--- src/rtl/change_dispense_ctrl.sv ---
// change_dispense_ctrl
//   Coin-return sequencer. Accepts a change amount in farthings and pays it out
//   one coin at a time. Ha'pennies (2 farthings) are paid before farthings (1).
//   Each coin is requested from the mechanism with a req/ack handshake. After
//   each acknowledged coin, the block waits GAP_CYC idle cycles.
//
//   Optional feature: define CHANGE_TIMEOUT_EN to abandon a request (and pulse
//   fault) after TIMEOUT_CYC cycles without coin_ack.
//
// Ports
//   clk, rst        clock (rising edge) / asynchronous active-high reset
//   start, amount   begin dispensing `amount` farthings (sampled in IDLE only)
//   reload          reload both inventories to their INIT values (IDLE only)
//   coin_ack        mechanism has released the requested coin
//   hp_req, f_req   request one ha'penny / one farthing (also drive the LEDs)
//   busy            high whenever not IDLE
//   done, fault     one-cycle completion / early-stop pulses
//   remaining       farthings still owed
//   hp_count,f_count coin inventories
//   seg             active-low 7-segment digit of remaining (seg[0]=a .. seg[6]=g)
module change_dispense_ctrl #(
  parameter int HP_INIT     = 8,
  parameter int F_INIT      = 8,
  parameter int GAP_CYC     = 2,
  parameter int TIMEOUT_CYC = 50
) (
  input  logic       clk,
  input  logic       rst,
  input  logic       start,
  input  logic [3:0] amount,
  input  logic       reload,
  input  logic       coin_ack,
  output logic       hp_req,
  output logic       f_req,
  output logic       busy,
  output logic       done,
  output logic       fault,
  output logic [3:0] remaining,
  output logic [7:0] hp_count,
  output logic [7:0] f_count,
  output logic [6:0] seg
);

  typedef enum logic [2:0] {
    ST_IDLE,
    ST_SELECT,
    ST_REQ_H,
    ST_REQ_F,
    ST_GAP,
    ST_DONE,
    ST_FAULT
  } state_t;

  localparam logic [7:0]  HP_INIT_V = 8'(HP_INIT);
  localparam logic [7:0]  F_INIT_V  = 8'(F_INIT);
  localparam logic [15:0] GAP_LAST  = 16'(GAP_CYC - 1);
`ifdef CHANGE_TIMEOUT_EN
  localparam logic [15:0] TO_LAST   = 16'(TIMEOUT_CYC - 1);
`endif

  if (GAP_CYC < 1 || TIMEOUT_CYC < 1) begin : g_param_check
    $error("change_dispense_ctrl: GAP_CYC and TIMEOUT_CYC must be >= 1");
  end

  state_t      state_q, state_d;
  logic [3:0]  rem_q, rem_d;
  logic [7:0]  hp_q, hp_d;
  logic [7:0]  f_q, f_d;
  // Shared cycle counter: GAP length and (optionally) request timeout.
  // It clears whenever the state changes, so every state starts counting at 0.
  logic [15:0] cnt_q, cnt_d;

  // State and datapath registers
  always_ff @(posedge clk or posedge rst) begin
    if (rst) begin
      state_q <= ST_IDLE;
      rem_q   <= '0;
      hp_q    <= HP_INIT_V;
      f_q     <= F_INIT_V;
      cnt_q   <= '0;
    end else begin
      state_q <= state_d;
      rem_q   <= rem_d;
      hp_q    <= hp_d;
      f_q     <= f_d;
      cnt_q   <= cnt_d;
    end
  end

  // Next-state and datapath updates
  always_comb begin
    state_d = state_q;
    rem_d   = rem_q;
    hp_d    = hp_q;
    f_d     = f_q;
    cnt_d   = '0;
    unique case (state_q)
      ST_IDLE: begin
        if (start) begin
          rem_d   = amount;
          state_d = ST_SELECT;
        end else if (reload) begin
          hp_d = HP_INIT_V;
          f_d  = F_INIT_V;
        end
      end
      ST_SELECT: begin
        if (rem_q == 4'd0)                       state_d = ST_DONE;
        else if (rem_q >= 4'd2 && hp_q != 8'd0)  state_d = ST_REQ_H;
        else if (f_q != 8'd0)                    state_d = ST_REQ_F;
        else                                     state_d = ST_FAULT;
      end
      ST_REQ_H: begin
        if (coin_ack) begin
          rem_d   = rem_q - 4'd2;
          hp_d    = hp_q - 8'd1;
          state_d = ST_GAP;
        end
`ifdef CHANGE_TIMEOUT_EN
        else if (cnt_q == TO_LAST) state_d = ST_FAULT;
        else                       cnt_d   = cnt_q + 16'd1;
`endif
      end
      ST_REQ_F: begin
        if (coin_ack) begin
          rem_d   = rem_q - 4'd1;
          f_d     = f_q - 8'd1;
          state_d = ST_GAP;
        end
`ifdef CHANGE_TIMEOUT_EN
        else if (cnt_q == TO_LAST) state_d = ST_FAULT;
        else                       cnt_d   = cnt_q + 16'd1;
`endif
      end
      ST_GAP: begin
        if (cnt_q == GAP_LAST) state_d = ST_SELECT;
        else                   cnt_d   = cnt_q + 16'd1;
      end
      ST_DONE:  state_d = ST_IDLE;
      ST_FAULT: state_d = ST_IDLE;
      default:  state_d = ST_IDLE;
    endcase
  end

  // Moore outputs; requests decode straight from state so reset drops them at once
  always_comb begin
    hp_req    = (state_q == ST_REQ_H);
    f_req     = (state_q == ST_REQ_F);
    busy      = (state_q != ST_IDLE);
    done      = (state_q == ST_DONE);
    fault     = (state_q == ST_FAULT);
    remaining = rem_q;
    hp_count  = hp_q;
    f_count   = f_q;
    seg       = 7'b1111111;
    unique case (rem_q)
      4'h0: seg = 7'b1000000;
      4'h1: seg = 7'b1111001;
      4'h2: seg = 7'b0100100;
      4'h3: seg = 7'b0110000;
      4'h4: seg = 7'b0011001;
      4'h5: seg = 7'b0010010;
      4'h6: seg = 7'b0000010;
      4'h7: seg = 7'b1111000;
      4'h8: seg = 7'b0000000;
      4'h9: seg = 7'b0010000;
      4'hA: seg = 7'b0001000;
      4'hB: seg = 7'b0000011;
      4'hC: seg = 7'b1000110;
      4'hD: seg = 7'b0100001;
      4'hE: seg = 7'b0000110;
      4'hF: seg = 7'b0001110;
      default: seg = 7'b1111111;
    endcase
  end

endmodule
--- config.mk ---
export PLATFORM = sky130hd
export DESIGN_NAME = change_dispense_ctrl
export DESIGN_NICKNAME = d
export VERILOG_FILES = /design/src/rtl/change_dispense_ctrl.sv
export SDC_FILE = /design/constraint.sdc
export NUM_CORES = 1
export LEC_CHECK = 0
export CAP_MARGIN = 10
export CORE_ASPECT_RATIO = 1.1
export CORE_UTILIZATION = 53
export CTS_CLUSTER_DIAMETER = 60
export DETAILED_ROUTE_END_ITERATION = 7
export PLACE_DENSITY = 0.79
export SKIP_CTS_REPAIR_TIMING = 1
export SKIP_LAST_GASP = 1
export SYNTH_ARGS = -nofsm -noshare
export SYNTH_HDL_FRONTEND = slang
export SYNTH_SLANG_ARGS = --single-unit
export TNS_END_PERCENT = 20
--- constraint.sdc ---
create_clock -name clk -period 2.4 [get_ports clk]
set_clock_uncertainty 0.1 [all_clocks]
set_input_delay 0.24 -clock clk [delete_from_list [all_inputs] [get_ports clk]]
set_output_delay 0.24 -clock clk [all_outputs]
set_load 0.05 [all_outputs]
==> results of run 1 <==
[metal layers]
metal	vias to the layer above	wire length [um]	global-route usage [%]
li1	1095	-	-
met1	1049	2500	33.6
met2	57	2920	42.2
met3	14	178	3.73
met4	0	105	9.46
met5	-	0	0
[cell usage after synthesis, types with 2 or more instances]
master	n	area [um^2]
a31oi_1	3	18.8
nand3_1	12	60.1
nor2b_1	3	18.8
ha_1	14	175
and3_1	3	18.8
and4_1	2	17.5
a2111oi_1	2	20.0
nor4_1	7	43.8
dfstp_2	2	52.6
buf_1	2	7.51
inv_1	14	52.6
xor2_1	13	114
nor2_1	39	146
or2_2	3	18.8
nor3_1	4	20.0
or4_1	3	22.5
a21oi_1	8	40.0
nand4_1	6	37.5
o211ai_1	4	30.0
or3_1	5	31.3
mux2i_1	3	30.0
nand2b_1	5	31.3
o2111ai_1	2	17.5
a211oi_1	3	22.5
o21ai_0	20	100
xnor2_1	9	78.8
nor3b_1	5	37.5
nand2_1	17	63.8
a21o_1	2	15.0
o31ai_1	3	22.5
clkbuf_1	7	26.3
dfrtp_1	37	926
a22o_1	4	35.0
[through the flow]
stage | util [%] | area [um^2] | setup slack [ns] | total power, W
after floorplan | - | 2480 | -0.110 | 0.00309
after global placement | 69.6 | 3050 | 0.120 | 0.00411
after detailed placement | 69.6 | 3050 | 0.101 | 0.00417
after CTS | 72.2 | 3160 | 0.00916 | 0.00474
after global routing | 72.2 | 3160 | 0.0361 | 0.00502
final | 72.2 | 3160 | 0.126 | 0.00472
[worst register-to-register path, delay by kind of cell (launching register included)]
kind	cells	cell delay [ns]
AND/OR/NAND/NOR	2	1.06
flip-flops	1	0.39
AO/OA/AOI/OAI	2	0.39
[power groups by stage]
stage | Clock, W | Sequential, W | Combinational (W)
after global placement | 0 | 0.00108 | 0.00303
after global routing | 0.000590 | 0.00112 | 0.00331
final | 0.000555 | 0.00108 | 0.00308
after CTS | 0.000568 | 0.00108 | 0.00309
after detailed placement | 0 | 0.00109 | 0.00308
after floorplan | 0 | 0.00152 | 0.00157
[cell type report]
type / count / area [um^2]
Clock inverter: 3 / 43.8
Fill cell: 348 / 1220
Multi-Input combinational cell: 215 / 1410
Sequential cell: 39 / 980
Clock buffer: 5 / 68.8
Inverter: 15 / 56.3
Tap cell: 54 / 67.6
Timing Repair Buffer: 54 / 538
[flip-flops by register name, indices dropped and copies added (netlist names)]
name and count:
cnt_q 16, f_count 8, hp_count 8, remaining 4, state_q 3
[cell families after synthesis]
kind of cell    after synthesis  synth area share [%]
buf+inv                      25                  3.84
simple gates                119                  24.7
flops                        39                  39.5
fa+ha+maj                    14                  7.07
mux                           4                  2.12
xor+xnor                     22                  7.78
compound gates               56                  15.0
[final timing paths]
path / end / slack, ns / depth (start not counted)
min in group clk: remaining[2] / 0.41 / 3
max in group asynchronous: f_count[3] / 1.58 / 3
setup reg to reg: f_count[7] / 0.39 / 4
hold / removal: cnt_q[5] / 0.26 / 3
setup / recovery: seg[3] / 0.13 / 5
hold reg to reg: cnt_q[0] / 0.44 / 1
==> flow_summary.ini, run 1 <==
[power]
combPwrFrac_pct = 65.3
clockPowerShare_pct = 11.8
peakVddDrop_v = 0.00112
seq_power_share_pct = 22.9
cell_internal_pwr_w = 0.00234
p_leak_nw = 1.34
switchingPower_w = 0.00238
pwr_density_cell_mw_per_mm2 = 1490
switching_share_pct = 50.4

[logic_synthesis]
ys_ff_latch = 39
synth_flop_cell = dfrtp_1
yosysUniqueCellTypes = 46
synthArstFlopShare_pct = 100
ys_seq_area_share_pct = 39.5
synth_edf_count = 0
ys_warn_count = 0
netlist_area_mm2 = 0.00248
synth.net_count = 302
avgSynthCellArea_um2 = 8.88
synth_cells = 279

[setup_path]
critical_path_class = register to output port
crit_chain = inv_1 -> ha_1 -> inv_1 -> mux4_2 -> buf_4
rr_startpoint = state_q[1]
startpoint = remaining[0]
critPathMaxStageDelay_ns = 0.45
cp.arrival_ns = 1.93
required_ns = 2.06
endpoint_kind = output port
cp_max_fo = 8
path_buf_inv = 3
critPathTopFamily = flip-flops
critPathLaunchType = register
cpMostUsedCell = inv_1
crit_slowest_cell = dfrtp_2

[job]
max-cap-violations = 0

[placed_design]
port_buffers = 40
globalplace.congestion = 0.890
dp.cells = 377
dpl.hpwl_um = 4110

[global_route]
grt_max_degree = 40
gr-usage-all-layers_pct = 25.6
antenna_found_initial = 0
grt_pass1_vias = 2081
grt_pass1_wl_um = 9560
grt_overflow = 0

[clock_network]
cts_inserted_buffers = 5
cts_tree = yes
cts_sinks = 39
htree_levels = 2
cts-root-buf = clkbuf_8
clk_pin_slew_worst_paths_ns = 0.08
clock_latency_ns = 0.29
clockBufferDepth = 2

[final_layout]
syn_to_final_growth_pct = 27.7
final_common_cell = nor2_1
nNetsFinal = 353
diodes = 0
fin_cells = 385
final_cell_mix = nor2_1 (39), dfrtp_1 (36), clkdlybuf4s50_1 (28)
drive_above_1_share_pct = 13.9

[hold_path]
holdCritPathClass = primary input to asynchronous set/reset pin

[routing]
num_vias = 2215
wl_um = 5710
viasPerCell = 5.75
dr.pass1.iters = 4
initialDrtViolationCount = 233
wl_per_cell_um = 14.8
ant_nets = 0
drc = 0

[timing]
fin_crit_sh_pct = 94.7
relSlewSlack_pct = 65.1
post-route-min-period_ns = 2.27
max_clock_freq_mhz = 440
tns_ns = 0
finalHoldViolCount = 0
whs_ns = 0.256
rsz0062_at_grt = no
setup_viol = 0
tightest_slew_ns = 0.523
drv_slew = 0

[die]
coreArea_mm2 = 0.00438
dieArea_mm2 = 0.00495
dieHeight_um = 73.7
die_x_um = 67.2
io_pins = 41
num_rows = 25
initial_utilization_pct = 56.6

[status]
status = completed
No activity file was read; power rests on OpenSTA's default activity.
==> run 2, diff against run 1 <==
Settings changed: CTS_BUF_LIST set to sky130_fd_sc_hd__clkbuf_16, SKIP_CTS_REPAIR_TIMING 1 to unset.
==> run 2 against run 1 <==
  * Count of clock-buffer cells in the layout unchanged
  * First-iteration DRC count shrank 0.86%
  * Fmax increased by 1.1%
  * Hold slack better by 0.023 ns
  * Largest cell class unchanged
  * Power increased by 4.4%
  * Non-clock buffer count unchanged
  * Sequential share of layout area fell by 0.54 points
  * Via count rose by 1.1%
  * Clock power is 36% higher
  * Die area unchanged
  * Cell count did not move
==> flow_summary.ini, run 2 (same netlist as run 1, synthesis figures left out) <==
[final_layout]
fin_cells = 385
nNetsFinal = 353
regMostFlops = cnt_q
syn_to_final_growth_pct = 29.9
diodes = 0
final_util_pct = 73.5
final_cell_mix = nor2_1 (39), dfrtp_1 (36), clkdlybuf4s50_1 (28)
design_area_mm2 = 0.00322
largest_reg_flops = 16
drive_above_1_share_pct = 13.9
final_common_cell = nor2_1

[die]
initial_utilization_pct = 56.6
die_x_um = 67.2
num_rows = 25
io_pins = 41
dieArea_mm2 = 0.00495
dieHeight_um = 73.7
coreArea_mm2 = 0.00438

[setup_path]
required_ns = 2.06
cpMostUsedCell = inv_1
critPathMaxStageDelay_ns = 0.44
crit_slowest_cell = dfrtp_2
cp_max_fo = 8
reg2reg_depth = 4
crit_chain = inv_1 -> ha_1 -> inv_1 -> mux4_2 -> buf_4
ff2ff_setup_slack_ns = 0.39
cp.arrival_ns = 1.91
endpoint_kind = output port
critical_path_class = register to output port
critPathLaunchType = register

[power]
p_leak_nw = 1.37
peakVddDrop_v = 0.00112
pwr_density_cell_mw_per_mm2 = 1530

[clock_network]
htree_levels = 2
cts_sinks = 39
clockBufferDepth = 2
cts_setup_buffers = 0
cts_hold_buffers = 0
cts_tree = yes
clock_latency_ns = 0.28
cts-root-buf = clkbuf_16
cts_resized = 0
cts_inserted_buffers = 5
clk_pin_slew_worst_paths_ns = 0.06

[routing]
viasPerCell = 5.82
drc = 0
num_vias = 2240
wl_per_cell_um = 15.0
wl_um = 5770
dr.pass1.iters = 4
ant_nets = 0
initialDrtViolationCount = 231

[placed_design]
port_buffers = 40
post_dp_cell_area_mm2 = 0.00305
globalplace.congestion = 0.890
dpl.hpwl_um = 4110
post-place-ws_ns = 0.101
dp.cells = 377

[timing]
post-route-min-period_ns = 2.25
tns_ns = 0
fin_crit_sh_pct = 93.7
tightest_slew_ns = 0.516
setup_viol = 0
drv_slew = 0
setup_ws_ns = 0.151
finalHoldViolCount = 0
relSlewSlack_pct = 65.6
rsz0062_at_grt = no
max_clock_freq_mhz = 445

[hold_path]
holdCritPathClass = primary input to asynchronous set/reset pin

[global_route]
grt_pass1_vias = 2083
grt_max_degree = 40
grt_overflow = 0
grt_pass1_wl_um = 9650
antenna_found_initial = 0
gr-usage-all-layers_pct = 26.0

[status]
status = completed

[job]
max-cap-violations = 0
[run 2: power by group]
group / internal (W) / switching [W] / total, W / leakage [nW]
clock network: 0.000490 / 0.000264 / 0.000754 / 0.0838
registers: 0.000843 / 0.000246 / 0.00109 / 0.513
logic: 0.00119 / 0.00189 / 0.00308 / 0.771
[run 2: layer usage]
metal | vias up | track usage (%) | wire [um]
li1 | 1099 | - | -
met1 | 1075 | 33.5 | 2530
met2 | 57 | 43.8 | 2960
met3 | 9 | 4.81 | 200
met4 | 0 | 8.04 | 85
met5 | - | 0 | 0
[run 2: through the flow]
stage,hold slack [ns],total power [W]
after floorplan,0.288,0.00309
after global placement,0.427,0.00411
after detailed placement,0.431,0.00417
after CTS,0.301,0.00495
after global routing,0.342,0.00523
final,0.279,0.00492
[run 2: worst max-delay path, delay by kind of cell, from the launching register on]
| kind | cells | cell delay (ns) |
|---|---|---|
| DFF | 1 | 0.44 |
| muxes | 1 | 0.44 |
| buffers and inverters | 3 | 0.38 |
| adders and majority gates | 1 | 0.36 |
[run 2: layout make-up]
cell class	instances	area, um^2
Clock inverter	3	43.8
Clock buffer	5	125
Sequential cell	39	980
Inverter	15	56.3
Tap cell	54	67.6
Fill cell	331	1160
Multi-Input combinational cell	215	1410
Timing Repair Buffer	54	538
[run 2: final timing paths]
check | end | start
worst max register to register | f_count[7] | state_q[1]
min in group clk | remaining[2] | amount[2]
worst min-delay path | cnt_q[5] | rst
max in group asynchronous | f_count[3] | rst
worst max-delay path | seg[3] | remaining[0]
worst min register to register | cnt_q[0] | cnt_q[0]
